## src/rtl/coffee_io_pkg.sv

```systemverilog
// Shared MMIO address map and field positions for the board I/O peripherals.
// Holds the button reader's event/STATUS layout and an event-word builder.
package coffee_io_pkg;

  localparam logic [15:0] HEX_ADDR        = 16'hFFFF;
  localparam logic [15:0] BTN_STATUS_ADDR = 16'hFFFC;
  localparam logic [15:0] BTN_EVENT_ADDR  = 16'hFFFD;
  localparam logic [3:0]  CHAR_RAM_PAGE   = 4'hE;

  localparam int EVT_VALID_BIT = 31;
  localparam int EVT_EDGE_BIT  = 7;
  localparam int EVT_IDX_LSB   = 0;
  localparam int EVT_IDX_MSB   = 2;
  localparam int EVT_TS_LSB    = 8;
  localparam int EVT_TS_MSB    = 23;

  localparam int ST_CNT_LSB = 8;
  localparam int ST_CNT_MSB = 12;
  localparam int ST_OVF_BIT = 15;

  function automatic logic [31:0] make_event(input logic       evt_rise,
                                             input logic [2:0]  idx,
                                             input logic [15:0] ts);
    logic [31:0] ev;
    ev = '0;
    ev[EVT_VALID_BIT]             = 1'b1;
    ev[EVT_EDGE_BIT]              = evt_rise;
    ev[EVT_IDX_MSB:EVT_IDX_LSB]   = idx;
    ev[EVT_TS_MSB:EVT_TS_LSB]     = ts;
    return ev;
  endfunction

endpackage

```

## src/rtl/mmio_button_reader_if.sv

```systemverilog
// CPU-side MMIO bus of the button reader: word address, write strobe/data,
// decoded select and combinational read data.
interface mmio_button_reader_if;
  logic [15:0] address;
  logic        wren;
  logic [31:0] wr_data;
  logic        sel;
  logic [31:0] rd_data;

  modport master (output address, wren, wr_data, input sel, rd_data);
  modport slave  (input address, wren, wr_data, output sel, rd_data);
endinterface

```

## src/rtl/mmio_button_reader_debounce.sv

```systemverilog
// Per-button input path: 2-flop synchroniser (inverted to 1=pressed) and a
// stability counter; emits a one-cycle change pulse with the new level.
module btn_debounce #(
  parameter int DEBOUNCE_CYCLES = 500000
) (
  input  logic clock,
  input  logic rst,
  input  logic i_btn_n,
  output logic o_level,
  output logic o_chg,
  output logic o_edge
);
  localparam int CNTW = $clog2(DEBOUNCE_CYCLES);

  logic            r_s1, r_s2, r_stable, r_chg, r_edge;
  logic [CNTW-1:0] r_cnt;

  always_ff @(posedge clock or posedge rst) begin
    if (rst) begin
      r_s1     <= 1'b0;
      r_s2     <= 1'b0;
      r_stable <= 1'b0;
      r_cnt    <= '0;
      r_chg    <= 1'b0;
      r_edge   <= 1'b0;
    end else begin
      r_s1  <= ~i_btn_n;
      r_s2  <= r_s1;
      r_chg <= 1'b0;
      if (r_s2 != r_stable) begin
        if (r_cnt == CNTW'(DEBOUNCE_CYCLES - 1)) begin
          r_stable <= r_s2;
          r_cnt    <= '0;
          r_chg    <= 1'b1;
          r_edge   <= r_s2;
        end else begin
          r_cnt <= r_cnt + CNTW'(1);
        end
      end else begin
        r_cnt <= '0;
      end
    end
  end

  assign o_level = r_stable;
  assign o_chg   = r_chg;
  assign o_edge  = r_edge;
endmodule

```

## src/rtl/mmio_button_reader.sv

```systemverilog
// Memory-mapped button reader: debounced levels, press/release event FIFO,
// STATUS/EVENT register decode. Optional event timestamps via BTN_TIMESTAMP_EN.
module mmio_button_reader
  import coffee_io_pkg::*;
#(
  parameter int          N_BTN           = 3,
  parameter int          DEBOUNCE_CYCLES = 500000,
  parameter int          FIFO_DEPTH      = 8,
  parameter logic [15:0] BASE_ADDR       = BTN_STATUS_ADDR,
  parameter int          TICK_CYCLES     = 50000
) (
  input  logic                 clock,
  input  logic                 rst,
  input  logic [N_BTN-1:0]     btn_n,
  output logic [N_BTN-1:0]     level,
  mmio_button_reader_if.slave  bus
);
  localparam int PW = $clog2(FIFO_DEPTH);
  localparam int CW = PW + 1;
  localparam logic [15:0] EVT_ADDR = BASE_ADDR + 16'd1;

  logic [N_BTN-1:0] w_level, w_chg, w_edge, w_clr;
  logic [N_BTN-1:0] r_pend, r_pedge;
  logic [31:0]      r_mem [FIFO_DEPTH];
  logic [PW-1:0]    r_wp, r_rp;
  logic [CW-1:0]    r_count;
  logic             r_ovf;
  logic             w_req, w_rise, w_full, w_push, w_pop, w_drop, w_clr_ovf;
  logic [2:0]       w_idx;
  logic [15:0]      w_ts;
  logic [31:0]      w_status;
  logic             w_unused_wr;

  for (genvar g = 0; g < N_BTN; g++) begin : g_btn
    btn_debounce #(.DEBOUNCE_CYCLES(DEBOUNCE_CYCLES)) u_db (
      .clock   (clock),
      .rst     (rst),
      .i_btn_n (btn_n[g]),
      .o_level (w_level[g]),
      .o_chg   (w_chg[g]),
      .o_edge  (w_edge[g])
    );
  end

`ifdef BTN_TIMESTAMP_EN
  localparam int TW = (TICK_CYCLES > 1) ? $clog2(TICK_CYCLES) : 1;
  logic [TW-1:0] r_pre;
  logic [15:0]   r_ts;

  always_ff @(posedge clock or posedge rst) begin
    if (rst) begin
      r_pre <= '0;
      r_ts  <= '0;
    end else if (r_pre == TW'(TICK_CYCLES - 1)) begin
      r_pre <= '0;
      r_ts  <= r_ts + 16'd1;
    end else begin
      r_pre <= r_pre + TW'(1);
    end
  end
  assign w_ts = r_ts;
`else
  logic w_unused_tick;
  assign w_unused_tick = ^TICK_CYCLES;
  assign w_ts = '0;
`endif

  // Lowest-index pending button wins; it is cleared whether or not the push lands.
  always_comb begin
    w_req  = 1'b0;
    w_idx  = '0;
    w_rise = 1'b0;
    w_clr  = '0;
    for (int i = 0; i < N_BTN; i++) begin
      if (r_pend[i] && !w_req) begin
        w_req    = 1'b1;
        w_idx    = 3'(i);
        w_rise   = r_pedge[i];
        w_clr[i] = 1'b1;
      end
    end
  end

  assign w_full    = (r_count == CW'(FIFO_DEPTH));
  assign w_pop     = bus.wren && (bus.address == EVT_ADDR) && (r_count != '0);
  assign w_push    = w_req && (!w_full || w_pop);
  assign w_drop    = w_req && w_full && !w_pop;
  assign w_clr_ovf = bus.wren && (bus.address == BASE_ADDR) && bus.wr_data[ST_OVF_BIT];

  always_ff @(posedge clock or posedge rst) begin
    if (rst) begin
      r_pend  <= '0;
      r_pedge <= '0;
      r_wp    <= '0;
      r_rp    <= '0;
      r_count <= '0;
      r_ovf   <= 1'b0;
    end else begin
      r_pend <= (r_pend & ~w_clr) | w_chg;
      for (int i = 0; i < N_BTN; i++)
        if (w_chg[i]) r_pedge[i] <= w_edge[i];
      if (w_push) r_wp <= r_wp + PW'(1);
      if (w_pop)  r_rp <= r_rp + PW'(1);
      case ({w_push, w_pop})
        2'b10:   r_count <= r_count + CW'(1);
        2'b01:   r_count <= r_count - CW'(1);
        default: r_count <= r_count;
      endcase
      if (w_drop)         r_ovf <= 1'b1;
      else if (w_clr_ovf) r_ovf <= 1'b0;
    end
  end

  always_ff @(posedge clock) begin
    if (w_push) r_mem[r_wp] <= make_event(w_rise, w_idx, w_ts);
  end

  always_comb begin
    w_status = '0;
    w_status[N_BTN-1:0]             = w_level;
    w_status[ST_CNT_MSB:ST_CNT_LSB] = 5'(r_count);
    w_status[ST_OVF_BIT]            = r_ovf;
  end

  assign bus.sel = (bus.address == BASE_ADDR) || (bus.address == EVT_ADDR);

  always_comb begin
    bus.rd_data = '0;
    if (bus.address == BASE_ADDR)
      bus.rd_data = w_status;
    else if (bus.address == EVT_ADDR && r_count != '0)
      bus.rd_data = r_mem[r_rp];
  end

  assign level       = w_level;
  assign w_unused_wr = ^{bus.wr_data[31:16], bus.wr_data[14:0]};
endmodule

```

## src/flat_wrapper.sv

```systemverilog
// flat-port wrapper written by rule: the top's interface ports become plain ports
module mmio_button_reader_flat import coffee_io_pkg::*;
#(
  parameter int          N_BTN           = 3,
  parameter int          DEBOUNCE_CYCLES = 500000,
  parameter int          FIFO_DEPTH      = 8,
  parameter logic [15:0] BASE_ADDR       = BTN_STATUS_ADDR,
  parameter int          TICK_CYCLES     = 50000
)
  (clock, rst, btn_n, level, bus_address, bus_wren, bus_wr_data, bus_sel, bus_rd_data);
  mmio_button_reader_if bus_i ();
  input  logic clock;
  input  logic rst;
  input  logic [N_BTN-1:0] btn_n;
  output logic [N_BTN-1:0] level;
  input wire logic [$bits(bus_i.address)-1:0] bus_address;
  input wire logic [$bits(bus_i.wren)-1:0] bus_wren;
  input wire logic [$bits(bus_i.wr_data)-1:0] bus_wr_data;
  output wire logic [$bits(bus_i.sel)-1:0] bus_sel;
  output wire logic [$bits(bus_i.rd_data)-1:0] bus_rd_data;
  assign bus_i.address = bus_address;
  assign bus_i.wren = bus_wren;
  assign bus_i.wr_data = bus_wr_data;
  assign bus_sel = bus_i.sel;
  assign bus_rd_data = bus_i.rd_data;
  mmio_button_reader #(.N_BTN(N_BTN), .DEBOUNCE_CYCLES(DEBOUNCE_CYCLES), .FIFO_DEPTH(FIFO_DEPTH), .BASE_ADDR(BASE_ADDR), .TICK_CYCLES(TICK_CYCLES)) u_core (.clock(clock), .rst(rst), .btn_n(btn_n), .level(level), .bus(bus_i));
endmodule
```

## config.mk

```make
export PLATFORM = sky130hd
export DESIGN_NAME = mmio_button_reader_flat
export DESIGN_NICKNAME = d
export VERILOG_FILES = /design/src/rtl/coffee_io_pkg.sv /design/src/rtl/mmio_button_reader_if.sv /design/src/rtl/mmio_button_reader_debounce.sv /design/src/rtl/mmio_button_reader.sv /design/src/flat_wrapper.sv
export SDC_FILE = /design/constraint.sdc
export NUM_CORES = 1
export LEC_CHECK = 0
export CAP_MARGIN = 20
export CORE_MARGIN = 3
export CORE_UTILIZATION = 54
export CTS_BUF_LIST = sky130_fd_sc_hd__clkbuf_2
export DETAILED_ROUTE_END_ITERATION = 7
export GPL_TIMING_DRIVEN = 0
export PLACE_DENSITY_LB_ADDON = 0.12
export REMOVE_ABC_BUFFERS = 1
export SLEW_MARGIN = 20
export SYNTH_ARGS = -nofsm -noshare
export SYNTH_HDL_FRONTEND = slang
export SYNTH_SLANG_ARGS = --single-unit
```

## constraint.sdc

```tcl
create_clock -name clock -period 4.05 [get_ports clock]
set_input_delay 0.81 -clock clock [delete_from_list [all_inputs] [get_ports clock]]
set_output_delay 0.81 -clock clock [all_outputs]
set_load 0.02 [all_outputs]
```

* After elaboration in Yosys (flattened, before gate mapping)
Memories as Yosys holds them, arrays and structs flattened.
Index checks and enable logic that the tools add are counted.
** Cells by class
- Reduce and logical (&&, ||, !) cells :: 22
- Bitwise gates (word level) :: 6
- $add $sub $neg :: 7
- Mux-type cells :: 29
- Eq/ne operators :: 11
** Operator list (number)
- $mux W19 :: 6
- $mux W32 :: 2
- $add A19 B1 Y19 const B :: 3
- $eq A19 B19 Y1 const B :: 3
- $eq A16 B16 Y1 const B :: 2
- $mux W1 :: 19
- $logic_and A1 B1 Y1 :: 10
- $pmux W4 S2 :: 1
- $add A3 B1 Y3 const B :: 2
- $reduce_and A2 Y1 :: 3
- $add A4 B1 Y4 const B :: 1
- $eq A4 B4 Y1 const B :: 1
- $logic_not A1 Y1 :: 4
- $reduce_bool A2 Y1 :: 2
- $reduce_bool A4 Y1 :: 1
- $sub A4 B1 Y4 const B :: 1
- $and A3 B3 Y3 :: 1
- $ne A1 B1 Y1 :: 3
- $not A1 Y1 :: 3
- $not A3 Y3 :: 1
- $or A3 B3 Y3 :: 1
- $eq A2 B1 Y1 const B :: 1
- $eq A2 B2 Y1 const B :: 1
- $logic_or A1 B1 Y1 :: 2
- $mux W2 :: 1
** Storage, ports and cells
- Bits in registers :: 86
- RAM bits :: 24
- Input bits :: 54
- Logic and storage cells :: 99
- Memories kept :: 1
- Output and inout bits :: 36
** Memories
- u_core.r_mem :: words 8, width 3, rd ports 1, clocked after memory_dff 0, wr ports 1, RTL line mmio_button_reader.sv:24 : logic [31:0] r_mem [FIFO_DEPTH];

* Depth between registers and ports, before layout
Gate-level depths: netlist (run 1).
- Depth after elaboration :: 10
- Depth in mapped cells :: 14
- Mapped depth without buffers :: 12

* Hierarchy
From an unflattened synthesis (run 1), not the netlist that was laid out.
** Second synthesis, totals
- Cell total of the unflattened synthesis :: 497
- Area total of the unflattened synthesis :: 5530.3 um^2
** Modules (own cells, without submodules)
- btn_debounce :: times used 3, area an instance 1134.8 um^2, sequential area each 575.6 um^2, cells each 109
- mmio_button_reader :: times used 1, area an instance 2125.8 um^2, sequential area each 1146.1 um^2, cells each 170

* Worst setup path after synthesis (run 1)
OpenSTA, ideal clock, no wires.
- Kind :: input to register
- Start :: input port bus_address[3]
- End :: register u_core.r_count[2]
- Setup slack :: 0.841 ns
- Arrival time :: 3.082 ns
- Cell stages on the path :: 14
- Required time :: 3.923 ns
- Library setup time :: 0.127 ns
- Buffers on the path :: 2
- Cell sequence :: nand4_1 or4_1 buf_2 clkinv_4 and3_1 buf_2 o21ai_0 ha_1 xor2_1 ha_1 a21oi_1 xor2_1 nor2_1 xor2_1
** On the way
- Word-level cells in the longest chain between the ends :: 7
- Elaborated cells on any way between the ends :: 9
- Classes of those cells :: 3 x eq/ne; 1 x mux; 5 x reduce/logical
** RTL lines
- start: declaration :: RTL line flat_wrapper.sv:16 : input wire logic [$bits(bus_i.address)-1:0] bus_address;
- $eq A16 B16 Y1 * :: RTL line mmio_button_reader.sv:85 : assign w_pop = bus.wren && (bus.address == EVT_ADDR) && (r_count != '0);
- $logic_and A1 B1 Y1 * (2 in a row) :: RTL line mmio_button_reader.sv:85
- via u_core.w_pop :: RTL line mmio_button_reader.sv:28 : logic w_req, w_rise, w_full, w_push, w_pop, w_drop, w_clr_ovf;
- $logic_or A1 B1 Y1 :: RTL line mmio_button_reader.sv:86 : assign w_push = w_req && (!w_full || w_pop);
- $logic_and A1 B1 Y1 :: RTL line mmio_button_reader.sv:86
- $eq A2 B1 Y1 / $eq A2 B2 Y1 (equally long branches) :: RTL line mmio_button_reader.sv:104 : case ({w_push, w_pop})
- $pmux W4 S2 / $reduce_bool A2 Y1 (equally long branches)
- end signal: assignment :: RTL line mmio_button_reader.sv:105 : 2'b10: r_count <= r_count + CW'(1);
- end signal: assignment :: RTL line mmio_button_reader.sv:106 : 2'b01: r_count <= r_count - CW'(1);
- end signal: assignment :: RTL line mmio_button_reader.sv:107 : default: r_count <= r_count;
- end: declaration :: RTL line mmio_button_reader.sv:26 : logic [CW-1:0] r_count;
The timed path passes the listed nets; every way through them passes the cells marked *.
A chain may end at the register's enable or synchronous reset.

* Final worst setup path (run 1)
- Start :: input port bus_address[3]
- End :: output port bus_rd_data[1]
** On the way
- Word-level cells in the longest chain between the ends :: 4
- Elaborated cells on any way between the ends :: 5
- Classes of those cells :: 2 x eq/ne; 2 x mux; 1 x reduce/logical
** RTL lines
- $eq A16 B16 Y1 :: RTL line mmio_button_reader.sv:131 : else if (bus.address == EVT_ADDR && r_count != '0)
- $logic_and A1 B1 Y1 :: RTL line mmio_button_reader.sv:131
- $mux W32 :: RTL line mmio_button_reader.sv:131
- $mux W32 * :: RTL line mmio_button_reader.sv:129 : if (bus.address == BASE_ADDR)
- end: declaration :: RTL line flat_wrapper.sv:20 : output wire logic [$bits(bus_i.rd_data)-1:0] bus_rd_data;
Mark *: on every way between the ends. The rest lies on a longest branch, timed or not.

==> results of run 1 <==
## metal layers
layer / GRT usage, % / vias to the layer above
li1: - / 1818
met1: 24.27 / 1759
met2: 28.28 / 83
met3: 5.298 / 6
met4: 4.384 / 0
met5: 0 / -
## placed cells by master (no fill, tap or decap), drive strengths merged, types with 3 or more instances in the layout
master,count
a2111oi,4
a21oi,20
and2,8
and3,3
and4,7
clkbuf,10
clkdlybuf4s50,36
clkinv,3
conb,22
dfrtp,86
edfxtp,24
ha,8
inv,22
mux2,8
mux2i,3
mux4,6
nand2,24
nand3,26
nand3b,3
nand4,21
nor2,54
nor3,5
nor4,13
nor4b,3
o211ai,3
o21ai,14
o31ai,8
or2,3
or3,9
or4,7
or4b,4
xnor2,26
xor2,23
## final cells by class
type                            instances  area (um2)
Clock buffer                           10       50.05
Clock inverter                          6       67.56
Fill cell                             802        3870
Inverter                               20       82.58
Multi-Input combinational cell        352        2375
Sequential cell                       110        2873
Tap cell                              133       166.4
Timing Repair Buffer                   37       380.4
## per-stage QoR
| stage | power [mW] | util (%) | std cells | setup TNS, ns | setup slack [ns] |
|---|---|---|---|---|---|
| 2_1_floorplan | 1.221 | - | 482 | 0 | 0.8051 |
| 3_3_place_gp | 1.254 | 59.20 | 651 | -28.74 | -0.3137 |
| 3_5_place_dp | 1.259 | 59.46 | 652 | -2.118 | -0.2751 |
| 4_1_cts | 1.777 | 60.77 | 668 | 0 | 0.1372 |
| 5_1_grt | 1.832 | 60.77 | 668 | 0 | 0.04671 |
| 6_report | 1.749 | 60.77 | 668 | 0 | 0.1442 |
## state kept, by name (all words and copies together) (netlist names)
signal and flops:
u_core.r_count 4, u_core.g_btn.u_db.r_s2 3, u_core.g_btn.u_db.r_s1 3, u_core.r_pend 3
u_core.g_btn.u_db.o_edge 3, u_core.r_rp 3, u_core.g_btn.u_db.o_chg 3, u_core.r_ovf 1
u_core.r_mem 24, u_core.r_pedge 3, u_core.r_wp 3, u_core.g_btn.u_db.r_cnt 57
## where the power goes
| part | switching, mW | total [mW] | internal [mW] |
|---|---|---|---|
| logic | 0.0578 | 0.0894 | 0.0316 |
| clock network | 0.359 | 0.510 | 0.152 |
| registers | 0.00879 | 1.15 | 1.14 |
## worst paths after layout
path	to	slack [ns]	cells past startpoint
max reg2reg	u_core.r_count[2]	1.27	10
min	u_core.g_btn[2].u_db.r_s2	0.39	0
max in group asynchronous	u_core.r_pedge[0]	2.83	3
min reg2reg	u_core.g_btn[2].u_db.r_s2	0.39	0
min in group asynchronous	u_core.g_btn[2].u_db.r_cnt[1]	0.58	2
max	bus_rd_data[1]	0.14	7
## logic make-up after synthesis
| family | count (synthesis) | synth area share [%] |
|---|---|---|
| compound gates | 58 | 7.364 |
| xor+xnor | 49 | 7.795 |
| fa+ha+maj | 8 | 1.818 |
| buf+inv | 63 | 6.386 |
| flops | 110 | 52.18 |
| mux | 17 | 4.636 |
| other cells | 1 | 0.06812 |
| simple gates | 198 | 19.75 |
## repair_timing
action,in CTS,in global routing
endpoints found under the hold margin,0,0
setup endpoints to repair,8,0
resized for setup,3,0
==> impl_metrics.py, run 1 <==
metrics = {
    "routing": {
        "dr_total_vias": 3666,
        "routedWlPerCell_um": 14.30,
        "post-route-drc-count": 0,
        "viasPerCell": 5.488,
        "route.met2.wl_mm": 4.402,
        "highest_layer": "met4",
        "met3_length_um": 469,
        "dr.pass1.iters": 4,
        "drt_iter0_markers": 173,
        "drt_wl_total_mm": 9.554,
        "final_antenna_net_count": 0,
        "wl_met1_mm": 4.588,
    },
    "placed_design": {
        "gp_congestion": 0.8022,
        "placed_area_mm2": 0.005866,
        "io_buffers": 36,
        "dp_hpwl_mm": 6.788,
    },
    "clock_tree": {
        "cts_buffers": 9,
        "path_clk_slew_ns": 0.30,
        "clk_path_buf_depth": 2,
        "clockRootBuffer": "clkbuf_2",
        "tritoncts": "yes",
        "cts_setup_buffers": 0,
        "cts.sinks": 110,
        "ctsHoldBuffers": 0,
        "clk_latency_ns": 0.59,
        "htree_levels": 3,
    },
    "synthesis": {
        "syn_avg_cell_area_um2": 10.92,
        "syn-instance-count": 504,
        "ys.flop_type": "dfrtp_1",
        "synth_top_area_share_pct": 39.09,
        "yosys.area.top_type": "dfrtp_1",
        "synth_seq_cells": 110,
        "synth_area_leaders": "dfrtp_1, edfxtp_1, xnor2_1",
        "synth_edf_count": 24,
        "yosys-top-cells-count": "dfrtp_1, nor2_1, xnor2_1",
        "ys_warn_count": 0,
        "yosysMostFrequentCell": "dfrtp_1",
        "yosys.cell_types.count": 55,
        "yosysSeqAreaShare_pct": 52.18,
        "netlist_area_mm2": 0.005505,
        "synthArstFlopShare_pct": 78.18,
    },
    "floorplanning": {
        "core.rowCount": 36,
        "die_x_um": 107.0,
        "die_area_mm2": 0.01144,
        "io_pins": 90,
        "die_h_um": 107.0,
        "start_util_pct": 55.81,
        "core_mm2": 0.009864,
    },
    "power_and_ir_drop": {
        "power.density_mw_per_mm2": 291.7,
        "total_leakage_power_nw": 2.295,
        "ir_worst_vdd_v": 0.0002346,
    },
    "setup_path": {
        "crit_family": "buffers and inverters",
        "critical_path.max_fanout": 7,
        "startpoint_type": "input pin",
        "crit_buf_inv": 3,
        "critPathSlowestCell": "or4_4",
        "r2r_start": "u_core.r_count[1]",
        "critPathArrivalTime_ns": 3.10,
        "cpPeakStageDelay_ns": 0.63,
        "crit_path_frequent_cell": "clkdlybuf4s50_1",
        "worstSetupStartpoint": "bus_address[3]",
        "path_cells": "clkdlybuf4s50_1, nand4_1, or4_4, clkinv_4, nand2_1, o2bb2ai_1, clkdlybuf4s50_1",
        "criticalPathCategory": "input pin to output pin",
        "end_kind": "output pin",
        "cp.required_ns": 3.24,
    },
    "global_routing": {
        "grt_antenna_before_repair": 0,
        "grt_pass1_vias": 3454,
        "overflow": 0,
        "grt_usage_pct": 17.82,
        "grt_max_degree": 48,
        "grt_pass1_wl_mm": 16.24,
    },
    "sta": {
        "fmax_mhz": 256.0,
        "relSlewSlack_pct": 39.50,
        "fin_worst_skew_ns": 0.02104,
        "slew_violations": 0,
        "finalHoldViolations": 0,
        "post-route-min-period_ns": 3.906,
        "rsz0062_at_grt": "no",
        "setup_viol": 0,
        "fin_hold_ws_ns": 0.3906,
        "max_slew.worst_pin.slew_ns": 0.9053,
        "fin_crit_sh_pct": 96.44,
    },
    "cells_and_area": {
        "nets": 592,
        "diodes": 0,
        "layout-drive-gt1-share_pct": 8.224,
        "syn2layout_area_growth_pct": 8.886,
        "fin_area_mm2": 0.005995,
    },
    "status": {
        "status": "finished clean",
    },
    "hold_path": {
        "worstHoldStart": "u_core.g_btn[2].u_db.r_s1",
        "min_path_type": "flip-flop to flip-flop",
    },
    "job": {
        "cap_violations": 0,
    },
}
No activity file was read; power rests on OpenSTA's default activity.
==> inputs of run 2 (changes only) <==
- SKIP_CTS_REPAIR_TIMING: not set -> 1
==> results of run 2 <==
Same layout as run 1: the final DEF is identical, and so are final timing and power.
Main changes from that run: wire length of the first global-routing pass 16240 um -> 16210 um; via count of the first global-routing pass 3454 -> 3451; overall routing resource usage 17.82% -> 17.79%; met1 usage 24.27% -> 24.19%
